===== config.mk =====
export PLATFORM = sky130hd
export DESIGN_NAME = masked_share_compress_flat
export DESIGN_NICKNAME = d
export VERILOG_FILES = /design/src/rtl/masked_share_compress_if.sv /design/src/rtl/masked_share_compress.sv /design/src/flat_wrapper.sv
export SDC_FILE = /design/constraint.sdc
export NUM_CORES = 1
export LEC_CHECK = 0
export BUFFER_PORTS_ARGS = -buffer_cell sky130_fd_sc_hd__buf_2
export CAP_MARGIN = 40
export CORE_MARGIN = 1
export CORE_UTILIZATION = 30
export DETAILED_ROUTE_END_ITERATION = 12
export GPL_ROUTABILITY_DRIVEN = 1
export HOLD_SLACK_MARGIN = 0.08
export MAX_ROUTING_LAYER = met4
export PLACE_DENSITY_LB_ADDON = 0.2
export SYNTH_ARGS = -nofsm -noshare
export SYNTH_HDL_FRONTEND = slang
export SYNTH_SLANG_ARGS = --single-unit

===== constraint.sdc =====
create_clock -name clk -period 2.25 [get_ports clk]
set_clock_uncertainty 0.2 [all_clocks]
set_input_delay 0.1125 -clock clk [delete_from_list [all_inputs] [get_ports clk]]
set_output_delay 0.1125 -clock clk [all_outputs]
set_load 0.02 [all_outputs]

===== src/rtl/masked_share_compress_if.sv =====
// Handshake and share bus between the masked coordinate functions, this
// compressor and the next S-box stage.
interface masked_share_compress_if #(
  parameter int CNT_W = 8
);
  logic             flush;
  logic             in_valid;
  logic             in_ready;
  logic [26:0]      exp_cf0;
  logic [26:0]      exp_cf1;
  logic [8:0]       exp_cf2;
  logic [8:0]       exp_cf3;
  logic             out_valid;
  logic             out_ready;
  logic [11:0]      out_sh;
  logic [CNT_W-1:0] acc_cnt;

  modport slave (
    input  flush, in_valid, exp_cf0, exp_cf1, exp_cf2, exp_cf3, out_ready,
    output in_ready, out_valid, out_sh, acc_cnt
  );

  modport master (
    output flush, in_valid, exp_cf0, exp_cf1, exp_cf2, exp_cf3, out_ready,
    input  in_ready, out_valid, out_sh, acc_cnt
  );
endinterface


===== src/rtl/masked_share_compress.sv =====
// Captures expanded shares of the SKINNY second-order masked coordinate
// functions behind a glitch barrier and compresses each coordinate to 3 shares.
module masked_share_compress #(
  parameter int PIPE_OUT = 1,
  parameter int CNT_W    = 8
) (
  input  logic                    clk,
  input  logic                    rst_n,
  masked_share_compress_if.slave  bus
);

  // Handshake: a transfer happens on any rising edge where valid && ready.
  // Valid never depends on ready; ready drops only when every stage is full.
  logic             r_s1_valid;
  logic [26:0]      r_cf0;
  logic [26:0]      r_cf1;
  logic [8:0]       r_cf2;
  logic [8:0]       r_cf3;
  logic [CNT_W-1:0] r_acc_cnt;

  logic             w_in_ready;
  logic             w_in_fire;
  logic             w_s1_drain;
  logic [11:0]      w_cmp;

  assign w_in_fire = bus.in_valid && w_in_ready;

  // Stage 1 is the glitch barrier: only the enable mux sits before these flops.
  always_ff @(posedge clk or negedge rst_n) begin
    if (!rst_n) begin
      r_s1_valid <= 1'b0;
      r_cf0      <= '0;
      r_cf1      <= '0;
      r_cf2      <= '0;
      r_cf3      <= '0;
    end else if (bus.flush) begin
      r_s1_valid <= 1'b0;
      r_cf0      <= '0;
      r_cf1      <= '0;
      r_cf2      <= '0;
      r_cf3      <= '0;
    end else if (w_in_fire) begin
      r_s1_valid <= 1'b1;
      r_cf0      <= bus.exp_cf0;
      r_cf1      <= bus.exp_cf1;
      r_cf2      <= bus.exp_cf2;
      r_cf3      <= bus.exp_cf3;
    end else if (w_s1_drain) begin
      r_s1_valid <= 1'b0;
    end
  end

  always_ff @(posedge clk or negedge rst_n) begin
    if (!rst_n) begin
      r_acc_cnt <= '0;
    end else if (w_in_fire && !bus.flush) begin
      r_acc_cnt <= r_acc_cnt + CNT_W'(1);
    end
  end

  // Each output share folds only the expanded shares of the same share index.
  always_comb begin
    w_cmp = '0;
    for (int j = 0; j < 3; j++) begin
      w_cmp[4*j+0] = ^r_cf0[9*j +: 9];
      w_cmp[4*j+1] = ^r_cf1[9*j +: 9];
      w_cmp[4*j+2] = ^r_cf2[3*j +: 3];
      w_cmp[4*j+3] = ^r_cf3[3*j +: 3];
    end
  end

  assign bus.acc_cnt  = r_acc_cnt;
  assign bus.in_ready = w_in_ready;

  if (PIPE_OUT != 0) begin : g_pipe
    logic        r_s2_valid;
    logic [11:0] r_s2_sh;
    logic        w_s2_take;

    assign w_s2_take  = r_s1_valid && (!r_s2_valid || bus.out_ready);
    assign w_s1_drain = w_s2_take;
    assign w_in_ready = !r_s1_valid || !r_s2_valid || bus.out_ready;

    // On drain the share value is kept so the output wires do not toggle.
    always_ff @(posedge clk or negedge rst_n) begin
      if (!rst_n) begin
        r_s2_valid <= 1'b0;
        r_s2_sh    <= '0;
      end else if (bus.flush) begin
        r_s2_valid <= 1'b0;
        r_s2_sh    <= '0;
      end else if (w_s2_take) begin
        r_s2_valid <= 1'b1;
        r_s2_sh    <= w_cmp;
      end else if (bus.out_ready) begin
        r_s2_valid <= 1'b0;
      end
    end

    assign bus.out_valid = r_s2_valid;
    assign bus.out_sh    = r_s2_sh;
  end else begin : g_comb
    assign w_s1_drain    = bus.out_ready;
    assign w_in_ready    = !r_s1_valid || bus.out_ready;
    assign bus.out_valid = r_s1_valid;
    assign bus.out_sh    = w_cmp;
  end

endmodule


===== src/flat_wrapper.sv =====
// flat-port wrapper written by rule: the top's interface ports become plain ports
module masked_share_compress_flat 
#(
  parameter int PIPE_OUT = 1,
  parameter int CNT_W    = 8
)
  (clk, rst_n, bus_flush, bus_in_valid, bus_exp_cf0, bus_exp_cf1, bus_exp_cf2, bus_exp_cf3, bus_out_ready, bus_in_ready, bus_out_valid, bus_out_sh, bus_acc_cnt);
  masked_share_compress_if #(.CNT_W(CNT_W)) bus_i ();
  input  logic clk;
  input  logic rst_n;
  input wire logic [$bits(bus_i.flush)-1:0] bus_flush;
  input wire logic [$bits(bus_i.in_valid)-1:0] bus_in_valid;
  input wire logic [$bits(bus_i.exp_cf0)-1:0] bus_exp_cf0;
  input wire logic [$bits(bus_i.exp_cf1)-1:0] bus_exp_cf1;
  input wire logic [$bits(bus_i.exp_cf2)-1:0] bus_exp_cf2;
  input wire logic [$bits(bus_i.exp_cf3)-1:0] bus_exp_cf3;
  input wire logic [$bits(bus_i.out_ready)-1:0] bus_out_ready;
  output wire logic [$bits(bus_i.in_ready)-1:0] bus_in_ready;
  output wire logic [$bits(bus_i.out_valid)-1:0] bus_out_valid;
  output wire logic [$bits(bus_i.out_sh)-1:0] bus_out_sh;
  output wire logic [$bits(bus_i.acc_cnt)-1:0] bus_acc_cnt;
  assign bus_i.flush = bus_flush;
  assign bus_i.in_valid = bus_in_valid;
  assign bus_i.exp_cf0 = bus_exp_cf0;
  assign bus_i.exp_cf1 = bus_exp_cf1;
  assign bus_i.exp_cf2 = bus_exp_cf2;
  assign bus_i.exp_cf3 = bus_exp_cf3;
  assign bus_i.out_ready = bus_out_ready;
  assign bus_in_ready = bus_i.in_ready;
  assign bus_out_valid = bus_i.out_valid;
  assign bus_out_sh = bus_i.out_sh;
  assign bus_acc_cnt = bus_i.acc_cnt;
  masked_share_compress #(.PIPE_OUT(PIPE_OUT), .CNT_W(CNT_W)) u_core (.clk(clk), .rst_n(rst_n), .bus(bus_i));
endmodule

# Yosys cells after proc, flatten, opt, wreduce, memory -nomap -nowiden

Cells that the tools add are included.

Input port bits: 77
Logic and storage cells: 50
Output and inout bits: 22
Register bits: 94

Reduce and logical (&&, ||, !) cells: 25
Mux-type cells: 16
Add/sub/neg operators: 1

Operators with widths:

| operator                                     | count |
|---|---|
| two-way mux 27 bit                           | 4 |
| XOR reduction 9 bit                          | 6 |
| two-way mux 9 bit                            | 4 |
| two-way mux 12 bit                           | 2 |
| XOR reduction 3 bit                          | 6 |
| adder 8 x 1 -> 8 bit (second input constant) | 1 |
| two-way mux 1 bit                            | 6 |
| nonzero test 3 bit                           | 2 |
| nonzero test 2 bit                           | 2 |
| logical AND 1 bit                            | 3 |
| logical NOT 1 bit                            | 3 |
| logical OR 1 bit                             | 3 |

# Longest topological paths before layout

Depth after elaboration: 6
Depth in mapped cells: 5
Gate-level depth less buffers: 4

# Least setup slack after synthesis

Ideal clock, no wire load.

Path kind: register -> register
Start point: reg u_core.g_pipe.r_s2_valid (netlist: u_core.bus.out_valid)
End point: reg u_core.r_cf0[2]
Setup slack: 630 ps
Path buffers: 2
Stages on the path, launching flop included: 6
Period minus slack after synthesis: 1620 ps
Arrival: 1299 ps
Setup time: 121 ps
Path through: dfrtp_1 > nand3b_4 > and2_4 > buf_6 > buf_6 > a22o_2

Cells in the longest elaborated chain, start to end: 5

RTL lines:

| what                                | RTL line                    | RTL |
|---|---|---|
| start, declared                     | masked_share_compress.sv:76 | `logic r_s2_valid;` |
| start signal, assigned              | masked_share_compress.sv:87 | `r_s2_valid <= 1'b0;` |
| start signal, assigned              | masked_share_compress.sv:90 | `r_s2_valid <= 1'b0;` |
| start signal, assigned              | masked_share_compress.sv:93 | `r_s2_valid <= 1'b1;` |
| logical NOT 1 bit                   | masked_share_compress.sv:82 | `assign w_in_ready = !r_s1_valid \|\| !r_s2_valid \|\| bus.out_ready;` |
| logical OR 1 bit (2 in a row)       | masked_share_compress.sv:82 |  |
| net bus_in_ready                    | flat_wrapper.sv:18          | `output wire logic [$bits(bus_i.in_ready)-1:0] bus_in_ready;` |
| logical AND 1 bit                   | masked_share_compress.sv:26 | `assign w_in_fire = bus.in_valid && w_in_ready;` |
| nonzero test 2 bit (no source line) | --                          |  |
| end signal, assigned                | masked_share_compress.sv:44 | `r_cf0 <= bus.exp_cf0;` |
| end, declared                       | masked_share_compress.sv:15 | `logic [26:0] r_cf0;` |

The timed path passes the listed nets, and every way through them passes these cells.
A chain may end at the register's enable or synchronous reset.

# Worst setup path in the final report

Start point: in bus_flush
End point: reg u_core.r_cf1[25]

Cells in the longest elaborated chain, start to end: 1
Elaborated cells on any way between the ends: 2
Those cells by class: 1 x mux; 1 x reduce/logical

RTL lines:

| what                                                            | RTL line                    | RTL |
|---|---|---|
| start, declared                                                 | flat_wrapper.sv:11          | `input wire logic [$bits(bus_i.flush)-1:0] bus_flush;` |
| two-way mux 27 bit / nonzero test 2 bit (equally long branches) | --                          |  |
| end signal, assigned                                            | masked_share_compress.sv:45 | `r_cf1 <= bus.exp_cf1;` |
| end, declared                                                   | masked_share_compress.sv:16 | `logic [26:0] r_cf1;` |

Several ways; a longest one is shown, not always the timed one.

==> results.cfg <==
[setup_path]
crit_chain = dlygate4sd3_1 -> buf_2 -> nor2b_1 -> and2_4 -> buf_4 -> a22o_1
crit_type = in -> reg
timing.rr.start = u_core.r_s1_valid$_DFFE_PN0P_
crit_path_end_kind = flop
worstPathRequired_ns = 2.33
cp-start-kind = input pin
critPathLaunch = bus_flush
cp_slowest_cell = dlygate4sd3_1
reg2regPathDepth = 4
cp.arrival_ns = 1.89
cp_max_fo = 42
critPathMaxStageDelay_ns = 0.54

[die]
die_w_um = 118
start_util = 0.306
io_pins = 99
fp.coreArea_um2 = 13200
num_rows = 42
die-height_um = 118
die_area_um2 = 13900

[status]
status = finished clean

[finish]
fill_cells = 1285
multi_input_comb_area_um2 = 1520
layout_commonest_cell = buf_2
num_antenna_cells = 0
fin_area_um2 = 5710
layout_common_cells = buf_2, dfrtp_1, a22o_1
seq_area_um2 = 2350
layout.cells.non_filler = 636
drive_above_1_share = 0.289
nets = 533
area_delta_synth_final_pct = 41.3

[clock_network]
numCtsBuffers = 9
ctsRootBufferMaster = clkbuf_16
worstSkewPairLatency_ns = 0.35
post_cts_buffers = 0
cts.sinks = 94
cts-resized-gates = 0
htree_levels = 3
cts.path.max_buffers = 2
clk_pin_slew_ns = 0.07
cts_tree = built

[run]
drv_cap = 0

[global_routing]
grt_start_max_net_pins = 46
grt_pass1_vias = 3082
overflow = 0
grt_pass1_wl_um = 15400
antenna_found_initial = 0
track_usage = 0.148

[detailed_routing]
drt_iter0_markers = 128
dr.pass1.iters = 4
routed_via_density = 4.60
vias = 2927
dr.max_layer_used = met4
drc_errors = 0
routed_wl_um = 9340
wl_per_cell_um = 14.7
wl_met2_um = 4510
met3_length_um = 507
wl_met1_um = 4180
drtAntennaViolNets = 0

[yosys]
netlist.area_leader.share = 0.582
yosysSeqAreaShare = 0.582
syn_area_um2 = 4040
synth_top_area_cell = dfrtp_1
synth_area_per_cell_um2 = 14.5
yosys_warnings = 0
postSynthCellCount = 279
synth-seq-cells = 94
yosys-top-cells-area = dfrtp_1, a22o_1, xnor2_1, buf_6, xnor3_1
synth_cell_types = 24
synth.net_count = 357

[place]
postPlaceCellArea_um2 = 4670
placedCellCount = 544
dp_hpwl_um = 5990
place.gp.congestion = 0.749
port_buffers = 98

[sta]
hold_slack_ns = 0.0897
setup_viol = 0
period_needed_ns = 1.81
setup_tns_ns = 0
hold_viol_final = 0
rsz0062_at_grt = false
final_max_slew_viol_count = 0
post-route-period-util = 0.804
max-slew-margin-rel = 0.564
fmax_ghz = 0.553
max_slew.worst_pin.slew_ns = 0.654

[power]
vdd_drop_max_uv = 350
powerDensity_nw_per_um2 = 749
p_leak_nw = 2.80

[hold_path]
hold_class = in -> async
worst max-delay path, delay by kind of cell:
kind,cells,cell delay [ns]
buffers and inverters,3,1.11
AO/OA/AOI/OAI,1,0.21
AND/OR/NAND/NOR,2,0.43
stage by stage:
stage	setup slack [ns]	power, W	utilization
2_1_floorplan	0.630	0.00249	-
3_3_place_gp	0.559	0.00275	0.354
3_5_place_dp	0.559	0.00276	0.354
4_1_cts	0.453	0.00435	0.433
5_1_grt	0.343	0.00451	0.433
6_report	0.441	0.00427	0.433
state kept, by name, summed over array words and instances, names as in the netlist:
register,flops
u_core.r_cf0,27
u_core.r_cf1,27
u_core.bus.out_sh,12
u_core.r_cf2,9
u_core.r_cf3,9
u_core.bus.acc_cnt,8
u_core.bus.out_valid,1
u_core.r_s1_valid,1
final timing paths:
path,end,slack [ns]
max,u_core.r_cf1[25]$_DFFE_PN0P_,0.44
min,u_core.r_cf1[8]$_DFFE_PN0P_,0.09
max reg2reg,u_core.r_cf1[25]$_DFFE_PN0P_,0.57
min reg2reg,u_core.bus.acc_cnt[3]$_DFFE_PN0P_,0.29
max in group asynchronous,u_core.r_cf3[8]$_DFFE_PN0P_,1.14
min in group clk,u_core.bus.acc_cnt[0]$_DFFE_PN0P_,0.19
Yosys cell counts (all sizes together):
cell type  instances
dfrtp             94
a22o              84
xnor2             48
buf               16
xor2               7
xnor3              6
a21oi              4
nand2              3
nand4              3
and3               2
inv                2
and2               1
and4               1
clkbuf             1
ha                 1
mux2               1
nand2b             1
nand3              1
nand3b             1
nor2               1
nor2b              1
cells by family after synthesis:
kind of cell    count (synthesis)  share of synthesized area
xor+xnor                       61                      0.153
mux                             1                    0.00279
buf+inv                        19                     0.0427
compound gates                 88                      0.192
flops                          94                      0.582
simple gates                   15                     0.0251
fa+ha+maj                       1                    0.00310
final cells by class:
cell class / count / area share
clock buffer: 9 / 0.0394
clock inverter: 7 / 0.0101
inverter: 2 / 0.00131
multi-input combinational: 166 / 0.266
sequential: 94 / 0.412
tap: 176 / 0.0386
timing repair buffer: 182 / 0.232
where the power goes:
group	internal (W)	total (W)	switching, W
clock network	0.000765	0.00145	0.000690
registers	0.00184	0.00197	0.000136
logic	0.000465	0.000849	0.000385
layer usage:
layer	vias up	GRT usage
met2	81	0.231
met5	-	-
li1	1382	-
met4	0	0.0601
met3	10	0.0441
met1	1454	0.178
timing repair:
| item | 4_1_cts | 5_1_grt |
|---|---|---|
| setup endpoints to repair | 0 | 0 |
| hold endpoints to repair | 168 | 0 |
| hold buffers | 76 | 0 |
(Power assumes the default switching activity.)
